<file path="config.mk">
export PLATFORM = sky130hd
export DESIGN_NAME = store_align_queue_flat
export DESIGN_NICKNAME = d
export VERILOG_FILES = /design/src/rtl/store_align_queue_if.sv /design/src/rtl/store_align_queue.sv /design/src/flat_wrapper.sv
export SDC_FILE = /design/constraint.sdc
export NUM_CORES = 1
export LEC_CHECK = 0
export CAP_MARGIN = 30
export CELL_PAD_IN_SITES_DETAIL_PLACEMENT = 1
export CELL_PAD_IN_SITES_GLOBAL_PLACEMENT = 2
export CORE_MARGIN = 1
export CORE_UTILIZATION = 33
export CTS_BUF_LIST = sky130_fd_sc_hd__clkbuf_16
export DETAILED_ROUTE_END_ITERATION = 10
export PLACE_DENSITY = 0.82
export RECOVER_POWER = 100
export SLEW_MARGIN = 10
export SYNTH_ARGS = -nofsm -noshare
export SYNTH_HDL_FRONTEND = slang
export SYNTH_SLANG_ARGS = --single-unit
</file>
<file path="constraint.sdc">
create_clock -name clk -period 6.5 [get_ports clk]
set_input_delay 1.3 -clock clk [delete_from_list [all_inputs] [get_ports clk]]
set_output_delay 1.3 -clock clk [all_outputs]
set_load 0.1 [all_outputs]
</file>
<file path="src/rtl/store_align_queue_if.sv">
// store_align_queue_if: execute-side store request, memory-side write port and fault reporting
interface store_align_queue_if #(
    parameter int XLEN   = 32,
    parameter int ADDR_W = 32,
    parameter int DEPTH  = 2
);
    localparam int CW = $clog2(DEPTH) + 1;
    logic              flush;
    logic              in_valid;
    logic              in_ready;
    logic [31:0]       in_inst;
    logic [ADDR_W-1:0] in_addr;
    logic [XLEN-1:0]   in_data;
    logic              out_valid;
    logic              out_ready;
    logic [ADDR_W-1:0] out_addr;
    logic [XLEN-1:0]   out_wdata;
    logic [XLEN/8-1:0] out_be;
    logic              misalign;
    logic              illegal;
    logic [ADDR_W-1:0] fault_addr;
    logic [CW-1:0]     count;
    modport master (
        output flush, in_valid, in_inst, in_addr, in_data, out_ready,
        input  in_ready, out_valid, out_addr, out_wdata, out_be, misalign, illegal, fault_addr, count
    );
    modport slave (
        input  flush, in_valid, in_inst, in_addr, in_data, out_ready,
        output in_ready, out_valid, out_addr, out_wdata, out_be, misalign, illegal, fault_addr, count
    );
endinterface

</file>
<file path="src/rtl/store_align_queue.sv">
// store_align_queue: decodes stores into lane-aligned writes, traps bad ones, queues the rest in a FWFT FIFO
module store_align_queue #(
    parameter int XLEN   = 32,
    parameter int ADDR_W = 32,
    parameter int DEPTH  = 2
) (
    input logic              clk,
    input logic              rst,
    store_align_queue_if.slave bus
);
    localparam int NB = XLEN / 8;
    localparam int OW = $clog2(NB);
    localparam int PW = $clog2(DEPTH);
    localparam int CW = PW + 1;
    localparam logic [CW-1:0] FULL = CW'(DEPTH);
    logic [ADDR_W-1:0] r_addr  [DEPTH];
    logic [XLEN-1:0]   r_wdata [DEPTH];
    logic [NB-1:0]     r_be    [DEPTH];
    logic [PW-1:0]     r_wr, r_rd;
    logic [CW-1:0]     r_count;
    logic              r_misalign, r_illegal;
    logic [ADDR_W-1:0] r_fault;
    logic [2:0]        w_f3;
    logic [OW-1:0]     w_off, w_amask;
    logic [3:0]        w_size;
    logic [NB-1:0]     w_bmask, w_be;
    logic [XLEN-1:0]   w_dmask, w_wdata;
    logic              w_fire, w_store, w_legal, w_misal, w_push, w_pop;
    assign bus.in_ready   = r_count != FULL;
    assign bus.out_valid  = r_count != '0;
    assign bus.out_addr   = r_addr[r_rd];
    assign bus.out_wdata  = r_wdata[r_rd];
    assign bus.out_be     = r_be[r_rd];
    assign bus.misalign   = r_misalign;
    assign bus.illegal    = r_illegal;
    assign bus.fault_addr = r_fault;
    assign bus.count      = r_count;
    // decode size/offset, build the lane mask and shifted data, classify the request
    always_comb begin
        w_f3    = bus.in_inst[14:12];
        w_off   = bus.in_addr[OW-1:0];
        w_size  = 4'd1 << w_f3[1:0];
        w_amask = OW'(w_size - 4'd1);
        w_bmask = NB'((16'd1 << w_size) - 16'd1);
        w_be    = w_bmask << w_off;
        w_dmask = '0;
        for (int b = 0; b < NB; b++) w_dmask[8*b +: 8] = {8{w_bmask[b]}};
        w_wdata = (bus.in_data & w_dmask) << {w_off, 3'b000};
        w_store = bus.in_inst[6:0] == 7'b0100011;
        w_legal = (w_f3 < 3'd3) || (w_f3 == 3'd3 && XLEN == 64);
        w_misal = (w_off & w_amask) != '0;
        w_fire  = bus.in_valid && bus.in_ready;
        w_push  = w_fire && w_store && w_legal && !w_misal && !bus.flush;
        w_pop   = bus.out_valid && bus.out_ready && !bus.flush;
    end
    // pointers, occupancy and fault pulses; flush clears the queue but not the fault report
    always_ff @(posedge clk or posedge rst) begin
        if (rst) begin
            r_wr       <= '0;
            r_rd       <= '0;
            r_count    <= '0;
            r_misalign <= 1'b0;
            r_illegal  <= 1'b0;
            r_fault    <= '0;
        end else begin
            r_illegal  <= w_fire && w_store && !w_legal;
            r_misalign <= w_fire && w_store && w_legal && w_misal;
            if (w_fire && w_store && (!w_legal || w_misal)) r_fault <= bus.in_addr;
            if (bus.flush) begin
                r_wr    <= '0;
                r_rd    <= '0;
                r_count <= '0;
            end else begin
                if (w_push) r_wr <= r_wr + 1'b1;
                if (w_pop) r_rd <= r_rd + 1'b1;
                r_count <= r_count + CW'(w_push) - CW'(w_pop);
            end
        end
    end
    // queue storage; the head entry drives the memory port directly
    always_ff @(posedge clk or posedge rst) begin
        if (rst) begin
            for (int i = 0; i < DEPTH; i++) begin
                r_addr[i]  <= '0;
                r_wdata[i] <= '0;
                r_be[i]    <= '0;
            end
        end else if (w_push) begin
            r_addr[r_wr]  <= {bus.in_addr[ADDR_W-1:OW], OW'(0)};
            r_wdata[r_wr] <= w_wdata;
            r_be[r_wr]    <= w_be;
        end
    end
endmodule

</file>
<file path="src/flat_wrapper.sv">
// flat-port wrapper written by rule: the top's interface ports become plain ports
module store_align_queue_flat 
#(
    parameter int XLEN   = 32,
    parameter int ADDR_W = 32,
    parameter int DEPTH  = 2
)
  (clk, rst, bus_flush, bus_in_valid, bus_in_inst, bus_in_addr, bus_in_data, bus_out_ready, bus_in_ready, bus_out_valid, bus_out_addr, bus_out_wdata, bus_out_be, bus_misalign, bus_illegal, bus_fault_addr, bus_count);
  store_align_queue_if #(.XLEN(XLEN), .ADDR_W(ADDR_W), .DEPTH(DEPTH)) bus_i ();
  input logic clk;
  input logic rst;
  input wire logic [$bits(bus_i.flush)-1:0] bus_flush;
  input wire logic [$bits(bus_i.in_valid)-1:0] bus_in_valid;
  input wire logic [$bits(bus_i.in_inst)-1:0] bus_in_inst;
  input wire logic [$bits(bus_i.in_addr)-1:0] bus_in_addr;
  input wire logic [$bits(bus_i.in_data)-1:0] bus_in_data;
  input wire logic [$bits(bus_i.out_ready)-1:0] bus_out_ready;
  output wire logic [$bits(bus_i.in_ready)-1:0] bus_in_ready;
  output wire logic [$bits(bus_i.out_valid)-1:0] bus_out_valid;
  output wire logic [$bits(bus_i.out_addr)-1:0] bus_out_addr;
  output wire logic [$bits(bus_i.out_wdata)-1:0] bus_out_wdata;
  output wire logic [$bits(bus_i.out_be)-1:0] bus_out_be;
  output wire logic [$bits(bus_i.misalign)-1:0] bus_misalign;
  output wire logic [$bits(bus_i.illegal)-1:0] bus_illegal;
  output wire logic [$bits(bus_i.fault_addr)-1:0] bus_fault_addr;
  output wire logic [$bits(bus_i.count)-1:0] bus_count;
  assign bus_i.flush = bus_flush;
  assign bus_i.in_valid = bus_in_valid;
  assign bus_i.in_inst = bus_in_inst;
  assign bus_i.in_addr = bus_in_addr;
  assign bus_i.in_data = bus_in_data;
  assign bus_i.out_ready = bus_out_ready;
  assign bus_in_ready = bus_i.in_ready;
  assign bus_out_valid = bus_i.out_valid;
  assign bus_out_addr = bus_i.out_addr;
  assign bus_out_wdata = bus_i.out_wdata;
  assign bus_out_be = bus_i.out_be;
  assign bus_misalign = bus_i.misalign;
  assign bus_illegal = bus_i.illegal;
  assign bus_fault_addr = bus_i.fault_addr;
  assign bus_count = bus_i.count;
  store_align_queue #(.XLEN(XLEN), .ADDR_W(ADDR_W), .DEPTH(DEPTH)) u_core (.clk(clk), .rst(rst), .bus(bus_i));
endmodule
</file>
# Word level (Yosys, flattened, before mapping)

Index checks and enable logic that the tools add are counted.

Word-level logic and storage cells: 72
Output and inout port bits: 106
Register bits: 174

Muxes and demuxes: 21
Order comparisons: 4
Shift operators: 4
Bitwise gates (word level): 4
Reduce and logical (&&, ||, !) cells: 19
Add/subtract/negate cells: 6
Eq/ne operators: 2

Operator list:

| cell                                                                         | count |
|---|---|
| 32-bit two-way mux                                                           | 7 |
| 64-bit bitwise mux                                                           | 2 |
| 32-bit bitwise AND                                                           | 1 |
| 32-bit demux with 1-bit select                                               | 1 |
| 32-bit by 5-bit << shifter with 32-bit output                                | 1 |
| 4-bit two-way mux                                                            | 4 |
| 1-bit logical AND                                                            | 11 |
| 8-bit bitwise mux                                                            | 1 |
| 2-bit nonzero test                                                           | 4 |
| 7-bit by 6-bit == test with 1-bit output, second input constant              | 1 |
| 4-bit demux with 1-bit select                                                | 1 |
| 2-bit greater-or-equal comparator, second input constant                     | 2 |
| 1-bit two-way mux                                                            | 4 |
| 1-bit NOT with 2-bit output                                                  | 2 |
| 1-bit by 2-bit << shifter with 4-bit output, first input constant            | 1 |
| 1-bit by 4-bit << shifter with 4-bit output, first input constant            | 1 |
| 4-bit by 2-bit << shifter with 4-bit output                                  | 1 |
| 4-bit by 1-bit subtractor with 4-bit output, second input constant           | 1 |
| 1-bit logical NOT                                                            | 3 |
| 3-bit by 2-bit less-than comparator with 1-bit output, second input constant | 1 |
| 1-bit adder, second input constant                                           | 2 |
| 2-bit by 1-bit adder with 2-bit output                                       | 1 |
| 2-bit bitwise AND                                                            | 1 |
| 2-bit by 1-bit less-than comparator with 1-bit output, second input constant | 1 |
| other kinds (5)                                                              | 5 |

# Depth between registers and ports, before layout

Gate-level depths: netlist (run 1).

Word-level depth: 10
Depth in mapped cells: 8
Depth with buffers taken out: 8

# Worst setup path before layout (run 1)

No wires, ideal clock.

Kind: register -> register
Start: register u_core.r_count[0], in the netlist u_core.bus.count[0]
End: register u_core.r_be[0] in the netlist's numbering
Cell stages (with the launch flop): 7
Buffers on the path: 2
Path slack: 3.185 ns
Arrival time: 3.187 ns
Cells stage by stage: dfrtp_1 > nand2b_1 > nand3_2 > nor4_4 > buf_6 > buf_6 > mux2_1

Longest elaborated chain between the ends: 6

Ends and longest elaborated chain:

| element                         | line                    | text |
|---|---|---|
| from (decl)                     | store_align_queue.sv:20 | `logic [CW-1:0] r_count;` |
| from (signal assigned)          | store_align_queue.sv:76 | `r_count <= r_count + CW'(w_push) - CW'(w_pop);` |
| 2-bit != test                   | store_align_queue.sv:29 | `assign bus.in_ready = r_count != FULL;` |
| net bus_in_ready                | flat_wrapper.sv:18      | `output wire logic [$bits(bus_i.in_ready)-1:0] bus_in_ready;` |
| 1-bit logical AND               | store_align_queue.sv:52 | `w_fire = bus.in_valid && bus.in_ready;` |
| 1-bit logical AND (4 in series) | store_align_queue.sv:53 | `w_push = w_fire && w_store && w_legal && !w_misal && !bus.flush;` |
| to (signal, indexed assignment) | store_align_queue.sv:91 | `r_be[r_wr] <= w_be;` |
| to (decl)                       | store_align_queue.sv:18 | `logic [NB-1:0] r_be [DEPTH];` |

The timed path passes the listed nets, and every way through them passes these cells.
A chain may end at the register's enable or synchronous reset.

# Worst setup path after layout (run 1)

Start: register u_core.r_rd
End: output bus_out_wdata[31]

Longest elaborated chain between the ends: 4

Ends and longest elaborated chain:

| element                                                | line                    | text |
|---|---|---|
| from (decl)                                            | store_align_queue.sv:19 | `logic [PW-1:0] r_wr, r_rd;` |
| from (signal assigned)                                 | store_align_queue.sv:75 | `if (w_pop) r_rd <= r_rd + 1'b1;` |
| 1-bit NOT with 2-bit output (not written as such)      | store_align_queue.sv:32 | `assign bus.out_wdata = r_wdata[r_rd];` |
| 32-bit two-way mux (not written as such) (3 in series) | store_align_queue.sv:32 |  |
| to (decl)                                              | flat_wrapper.sv:21      | `output wire logic [$bits(bus_i.out_wdata)-1:0] bus_out_wdata;` |

No other way between the ends. The select of a mux whose other input is x is not followed.

==> results of run 1 <==
[cell type report]
class                           instances  area (µm²)
Clock buffer                           17         425
Clock inverter                         15         155
Fill cell                            2401       12900
Inverter                                5        18.8
Multi-Input combinational cell        346        3350
Sequential cell                       170        4250
Tap cell                              319         399
Timing Repair Buffer                  195        1960
[logic make-up (layout without fill, tap and decap cells)]
logic type                 after synthesis  count (layout)  share of synthesized area
xor gates and xnor gates                 4               4                    0.00443
adders and majority gates                2               2                    0.00316
muxes                                  239             239                      0.339
buffers and inverters                   44             232                     0.0342
other                                    1               2                   0.000474
AOI/OAI and AO/OA                       40              40                     0.0342
DFF                                    170             170                      0.538
and+or+nand+nor                         59              59                     0.0471
[metal layers]
| layer | up-vias | track usage | routed length, µm |
|---|---|---|---|
| met5 | - | 0 | 0 |
| li1 | 2353 | - | - |
| met1 | 2655 | 0.215 | 8590 |
| met3 | 18 | 0.0360 | 893 |
| met2 | 135 | 0.298 | 10200 |
| met4 | 0 | 0.0551 | 307 |
[cells in the mapped netlist, types with 2 or more instances]
| library cell | number |
|---|---|
| dfrtp_1 | 170 |
| mux2_2 | 149 |
| mux2_1 | 81 |
| nor2_1 | 14 |
| a21oi_1 | 12 |
| clkbuf_1 | 12 |
| buf_6 | 10 |
| nand2b_1 | 10 |
| nor2b_1 | 10 |
| mux2i_1 | 9 |
| a221oi_1 | 8 |
| a22oi_1 | 8 |
| and2_1 | 8 |
| buf_2 | 8 |
| o22ai_1 | 8 |
| buf_4 | 5 |
| inv_1 | 5 |
| nor3_1 | 4 |
| buf_1 | 3 |
| or2_2 | 3 |
| xor2_1 | 3 |
| and4bb_2 | 2 |
| ha_1 | 2 |
| nand2_1 | 2 |
| nor4_4 | 2 |
[worst min-delay path by stage]
stage | start | to | slack [ns] | depth (start not counted)
2_1_floorplan | u_core.r_addr[10] | u_core.r_addr[10] | 0.45 | 1
3_3_place_gp | u_core.r_addr[15] | u_core.r_addr[15] | 0.46 | 1
3_5_place_dp | u_core.r_addr[21] | u_core.r_addr[21] | 0.47 | 1
4_1_cts | u_core.r_addr[62] | u_core.r_addr[62] | 0.49 | 1
5_1_grt | u_core.r_addr[49] | u_core.r_addr[49] | 0.50 | 1
6_report | u_core.r_be[0] | u_core.r_be[0] | 0.48 | 1
[report_power, final]
part | total [W] | switching [W] | leakage (nW) | internal, W
sequential | 0.00108 | 0.00000874 | 2.37 | 0.00108
combinational | 0.000330 | 0.000230 | 2.70 | 0.000100
clock | 0.00101 | 0.000462 | 0.285 | 0.000545
[worst max-delay path, delay by kind of cell (launching register included)]
family | cells | cell delay (ns)
buf+inv | 2 | 1.84
flops | 1 | 1.42
mux | 1 | 0.29
[metrics by stage]
step                      std cells  power [W]  instance area [µm²]  hold slack [ns]
after CTS                      1064    0.00247                10600            0.487
final                          1067    0.00242                10600            0.482
after global placement         1031    0.00144                 9960            0.461
after detailed placement       1032    0.00145                 9990            0.471
after global routing           1067    0.00252                10600            0.501
after floorplan                 560    0.00132                 7920            0.452
[registers in the layout, indices dropped and copies added (netlist names)]
| register | cells |
|---|---|
| u_core.bus.count | 2 |
| u_core.bus.fault_addr | 32 |
| u_core.bus.illegal | 1 |
| u_core.bus.misalign | 1 |
| u_core.r_addr | 60 |
| u_core.r_be | 8 |
| u_core.r_rd | 1 |
| u_core.r_wdata | 64 |
| u_core.r_wr | 1 |
==> impl_metrics.csv, run 1 <==
group,metric,value,unit
synth,seq_area_frac_synth,0.538,
timing,fin_crit_sh,0.815,
cts,cts_sinks,170,
global_route,grt_pass1_vias,5771,
global_route,grt_max_degree,94,
run,maxCapViolCount,2,
placement,place_hpwl,14.1,mm
min_path,hp-class,"reg -> reg",
die,start_util,0.337,
die,ios,207,
timing,slew_headroom,-1.36,
die,die_area,24600,µm²
die,rows,56,
timing,hold_violations,0,
cts,cts_tree,"done",
die,core,23500,µm²
synth,ys_types,36,
timing,max_clock_freq,189,MHz
synth,yosysWarnings,0,
worst_setup_path,critical-path-slowest-cell,"dfrtp_1",
worst_setup_path,cp.arrival,3.99,ns
worst_setup_path,path_cells,"buf_4 > mux2_2 > dlygate4sd3_1",
synth,synthFlopType,"dfrtp_1",
cts,hold_buffers,0,
cts,clockBufferDepth,2,
timing,finClkSkew,0.0123,ns
synth,postSynthRegisterBits,170,
cells_and_area,syn_to_final_growth,33.5,%
cts,cts_repair_resize_count,0,
worst_setup_path,worst-setup-path-type,"reg -> out",
synth,async_flop_share,1.00,
cells_and_area,n_antenna_cell,0,
worst_setup_path,cp-start-kind,"register",
cells_and_area,drive_above_1_share,0.259,
worst_setup_path,startpoint,"u_core.r_rd",
worst_setup_path,r2r_setup_slack,3.41,ns
cts,htree_levels,4,
global_route,antenna_found_initial,0,
placement,place_ws,2.17,ns
timing,post-route-min-period,5.29,ns
placement,port-buffer-count,182,
outcome,violations,"max-capacitance violations, max-slew violations",
placement,place_congestion,0.849,
cts,numCtsBuffers,17,
worst_setup_path,worst_ep_required_time,5.20,ns
drt,viasPerCell,4.84,
cells_and_area,final_common_cell,"dfrtp_1",
drt,drt-initial-drc-count,201,
synth,synthCells,559,
cells_and_area,finalCoreUtilization,0.450,
pwr,leakage,5.35,nW
synth,syn-cell-area,7910,µm²
synth,syn_area_per_cell,14.2,µm²
outcome,status,"complete, but fails checks",
drt,wire_per_inst,18.7,µm
cells_and_area,final_cell_mix,"170 x dfrtp_1, 149 x mux2_2, 105 x dlygate4sd3_1",
die,die_x,157,µm
timing,slew_viol_final,129,
worst_setup_path,crit_path_end_kind,"output port",
timing,finalSetupTns,0,ns
pwr,powerDensity,229,nW/µm²
worst_setup_path,reg2reg_depth,5,
cells_and_area,nNetsFinal,838,
worst_setup_path,rr_startpoint,"u_core.bus.count[0]",
cts,cts_setup_buffers,0,
cts,clock_latency,0.42,ns
global_route,grt_pass1_wl,32.3,mm
timing,worst_slew_pin_slew,3.54,ns
cts,cts_root_buffer,"clkbuf_16",
cts,clkTransAtPathRegs,0.07,ns
synth,yosys.area.top_type_share,0.538,
timing,setup_viol,0,
global_route,overflow,0,
worst_setup_path,crit_end,"bus_out_wdata[31]",
drt,wl,20.0,mm
drt,first_pass_iters,4,
die,die_h,157,µm
drt,drc,0,
worst_setup_path,rr_endpoint,"u_core.bus.fault_addr[26]",
synth,synth_edf_count,0,
drt,vias,5161,
pwr,peakVddDrop,0.000128,V
synth,netlist_top_cells_area,"dfrtp_1 54%, mux2_2 21%, mux2_1 12%",
global_route,grt_usage,0.173,
timing,fin_ws,1.21,ns
worst_setup_path,path_max_fanout,34,
drt,drtAntennaViolNets,0,
timing,rsz0062_at_grt,"no",
synth,synth_top_cell_by_area,"dfrtp_1",
worst_setup_path,slowest_delay,1.42,ns
No activity file was read; power rests on OpenSTA's default activity.
==> run 2: changes to the inputs <==
Settings changed: CORE_UTILIZATION 33 to 30, PLACE_DENSITY 0.82 to 0.79.
Clock period 6.5 ns to 4.72 ns, I/O delays scaled along.
==> run 2 against run 1 <==
- the run still ends with max-capacitance violations, max-slew violations left
- register-to-register slack worse by 1.9 ns
- flip-flop and latch count unchanged
- clock power grew 36%
- sequential share of layout area up 0.71 points
- via count down 0.17%
- routed wire length is 3.2% higher
- clock skew down 0.00078 ns
- critical path type is now in -> reg
==> impl_metrics.csv, run 2 (synthesis gave the netlist of run 1 again) <==
group,metric,value,unit
outcome,status,"complete, but fails checks",
outcome,violations,"max-capacitance violations, max-slew violations",
pwr,leakage,5.23,nW
cts,clockBufferDepth,2,
drt,drtAntennaViolNets,0,
timing,hold_ws,0.483,ns
global_route,grt_usage,0.159,
cells_and_area,final_common_cell,"dfrtp_1",
global_route,antenna_found_initial,0,
worst_setup_path,worst-setup-path-type,"in -> reg",
pwr,p_sw_frac,0.300,
pwr,clkPwrFrac,0.412,
placement,place_hpwl,14.7,mm
drt,vias,5152,
placement,place_congestion,0.784,
timing,hold_violations,0,
worst_setup_path,path_max_fanout,29,
cts,cts_tree,"done",
cells_and_area,final_cell_mix,"169 x dfrtp_1, 136 x mux2_2, 94 x mux2_1",
pwr,comb_power_share,0.139,
timing,slew_viol_final,65,
pwr,seqPwrFrac,0.449,
worst_setup_path,cp.arrival,4.31,ns
global_route,grt_pass1_vias,5860,
worst_setup_path,crit_path_end_kind,"register",
worst_setup_path,crit_end,"u_core.bus.fault_addr[2]",
placement,place_ws,1.16,ns
pwr,powerDensity,320,nW/µm²
timing,fin_crit_sh,0.847,
pwr,internal-power,0.00233,W
timing,worst_slew_pin_slew,2.18,ns
cells_and_area,n_antenna_cell,0,
die,die_x,164,µm
cts,clock_latency,0.43,ns
cts,hold_buffers,0,
cts,cts_sinks,170,
min_path,hp-class,"reg -> reg",
timing,slew_headroom,-0.456,
die,die_area,27000,µm²
cts,cts_root_buffer,"clkbuf_16",
drt,first_pass_iters,4,
cells_and_area,largest_reg_flops,64,
drt,viasPerCell,4.75,
global_route,grt_max_degree,60,
cells_and_area,largest-register,"u_core.r_wdata",
die,core,26000,µm²
cells_and_area,drive_above_1_share,0.292,
timing,finClkSkew,0.0116,ns
die,ios,207,
timing,setup_viol,0,
worst_setup_path,worst_ep_required_time,5.03,ns
drt,wl,20.6,mm
worst_setup_path,startpoint,"bus_in_inst[6]",
min_path,worstHoldPathCells,1,
timing,rsz0062_at_grt,"no",
cts,cts_repair_resize_count,0,
pwr,p_sw,0.000996,W
cts,cts_setup_buffers,0,
timing,max_clock_freq,250,MHz
timing,post-route-min-period,4.00,ns
worst_setup_path,cp-start-kind,"primary input",
drt,drt-initial-drc-count,185,
worst_setup_path,reg2reg_depth,5,
timing,fin_ws,0.723,ns
die,die_h,164,µm
run,maxCapViolCount,2,
timing,finalSetupTns,0,ns
cells_and_area,fillers,2694,
worst_setup_path,rr_startpoint,"u_core.bus.count[0]",
placement,port-buffer-count,182,
cts,clkTransAtPathRegs,0.07,ns
drt,wire_per_inst,19.0,µm
pwr,peakVddDrop,0.000245,V
cts,htree_levels,4,
global_route,grt_pass1_wl,32.7,mm
worst_setup_path,r2r_setup_slack,1.48,ns
die,rows,59,
drt,drc,0,
cts,numCtsBuffers,17,
cells_and_area,nNetsFinal,840,
worst_setup_path,rr_endpoint,"u_core.bus.fault_addr[2]",
die,start_util,0.304,
cells_and_area,syn_to_final_growth,31.3,%
global_route,overflow,0,
min_path,min_from,"u_core.r_wdata[36]",
==> run 2: how the worst min path moves through the flow <==
stage / end / slack, ns
2_1_floorplan: u_core.r_addr[10] / 0.45
3_3_place_gp: u_core.r_addr[18] / 0.46
3_5_place_dp: u_core.r_addr[47] / 0.47
4_1_cts: u_core.r_addr[8] / 0.49
5_1_grt: u_core.r_addr[2] / 0.50
6_report: u_core.r_wdata[36] / 0.48
==> run 2: critical path, cell delays in order <==
cell            delay (ns)
dlygate4sd3_1         0.54
and4bb_2              0.30
nand3_1               0.29
o21ba_1               0.53
dlymetal6s4s_1        1.24
mux2_2                0.44
==> run 2: final cells by class <==
class | count | area, µm² | share of cell area
Clock inverter | 15 | 150 | 0.0145
Tap cell | 335 | 419 | 0.0403
Clock buffer | 17 | 425 | 0.0409
Timing Repair Buffer | 197 | 1760 | 0.170
Sequential cell | 170 | 4260 | 0.410
Multi-Input combinational cell | 346 | 3360 | 0.323
Inverter | 5 | 20.0 | 0.00193
==> run 2: per-stage QoR <==
step / cells / cell area (µm²) / utilization / total power, W
final: 1085 / 10400 / 0.400 / 0.00332
after global routing: 1085 / 10400 / 0.400 / 0.00346
after CTS: 1084 / 10500 / 0.406 / 0.00340
after detailed placement: 1052 / 9960 / 0.383 / 0.00200
after global placement: 1049 / 9890 / 0.381 / 0.00198
after floorplan: 560 / 7920 / - / 0.00182
==> run 2: power by group through the flow <==
stage	registers, W	logic (W)	clock network (W)
floorplan	0.00166	0.000161	0
global route	0.00150	0.000487	0.00148
detailed placement	0.00152	0.000481	0
CTS	0.00149	0.000482	0.00142
finish	0.00149	0.000462	0.00137
global placement	0.00152	0.000462	0
==> run 2: per-layer routing <==
| layer | vias up | wire length, µm | share of wire | track usage |
|---|---|---|---|---|
| met1 | 2637 | 9220 | 0.45 | 0.203 |
| met4 | 0 | 342 | 0.017 | 0.0505 |
| met5 | - | 0 | 0 | 0 |
| met2 | 139 | 10000 | 0.49 | 0.267 |
| li1 | 2349 | - | - | - |
| met3 | 27 | 1050 | 0.051 | 0.0372 |
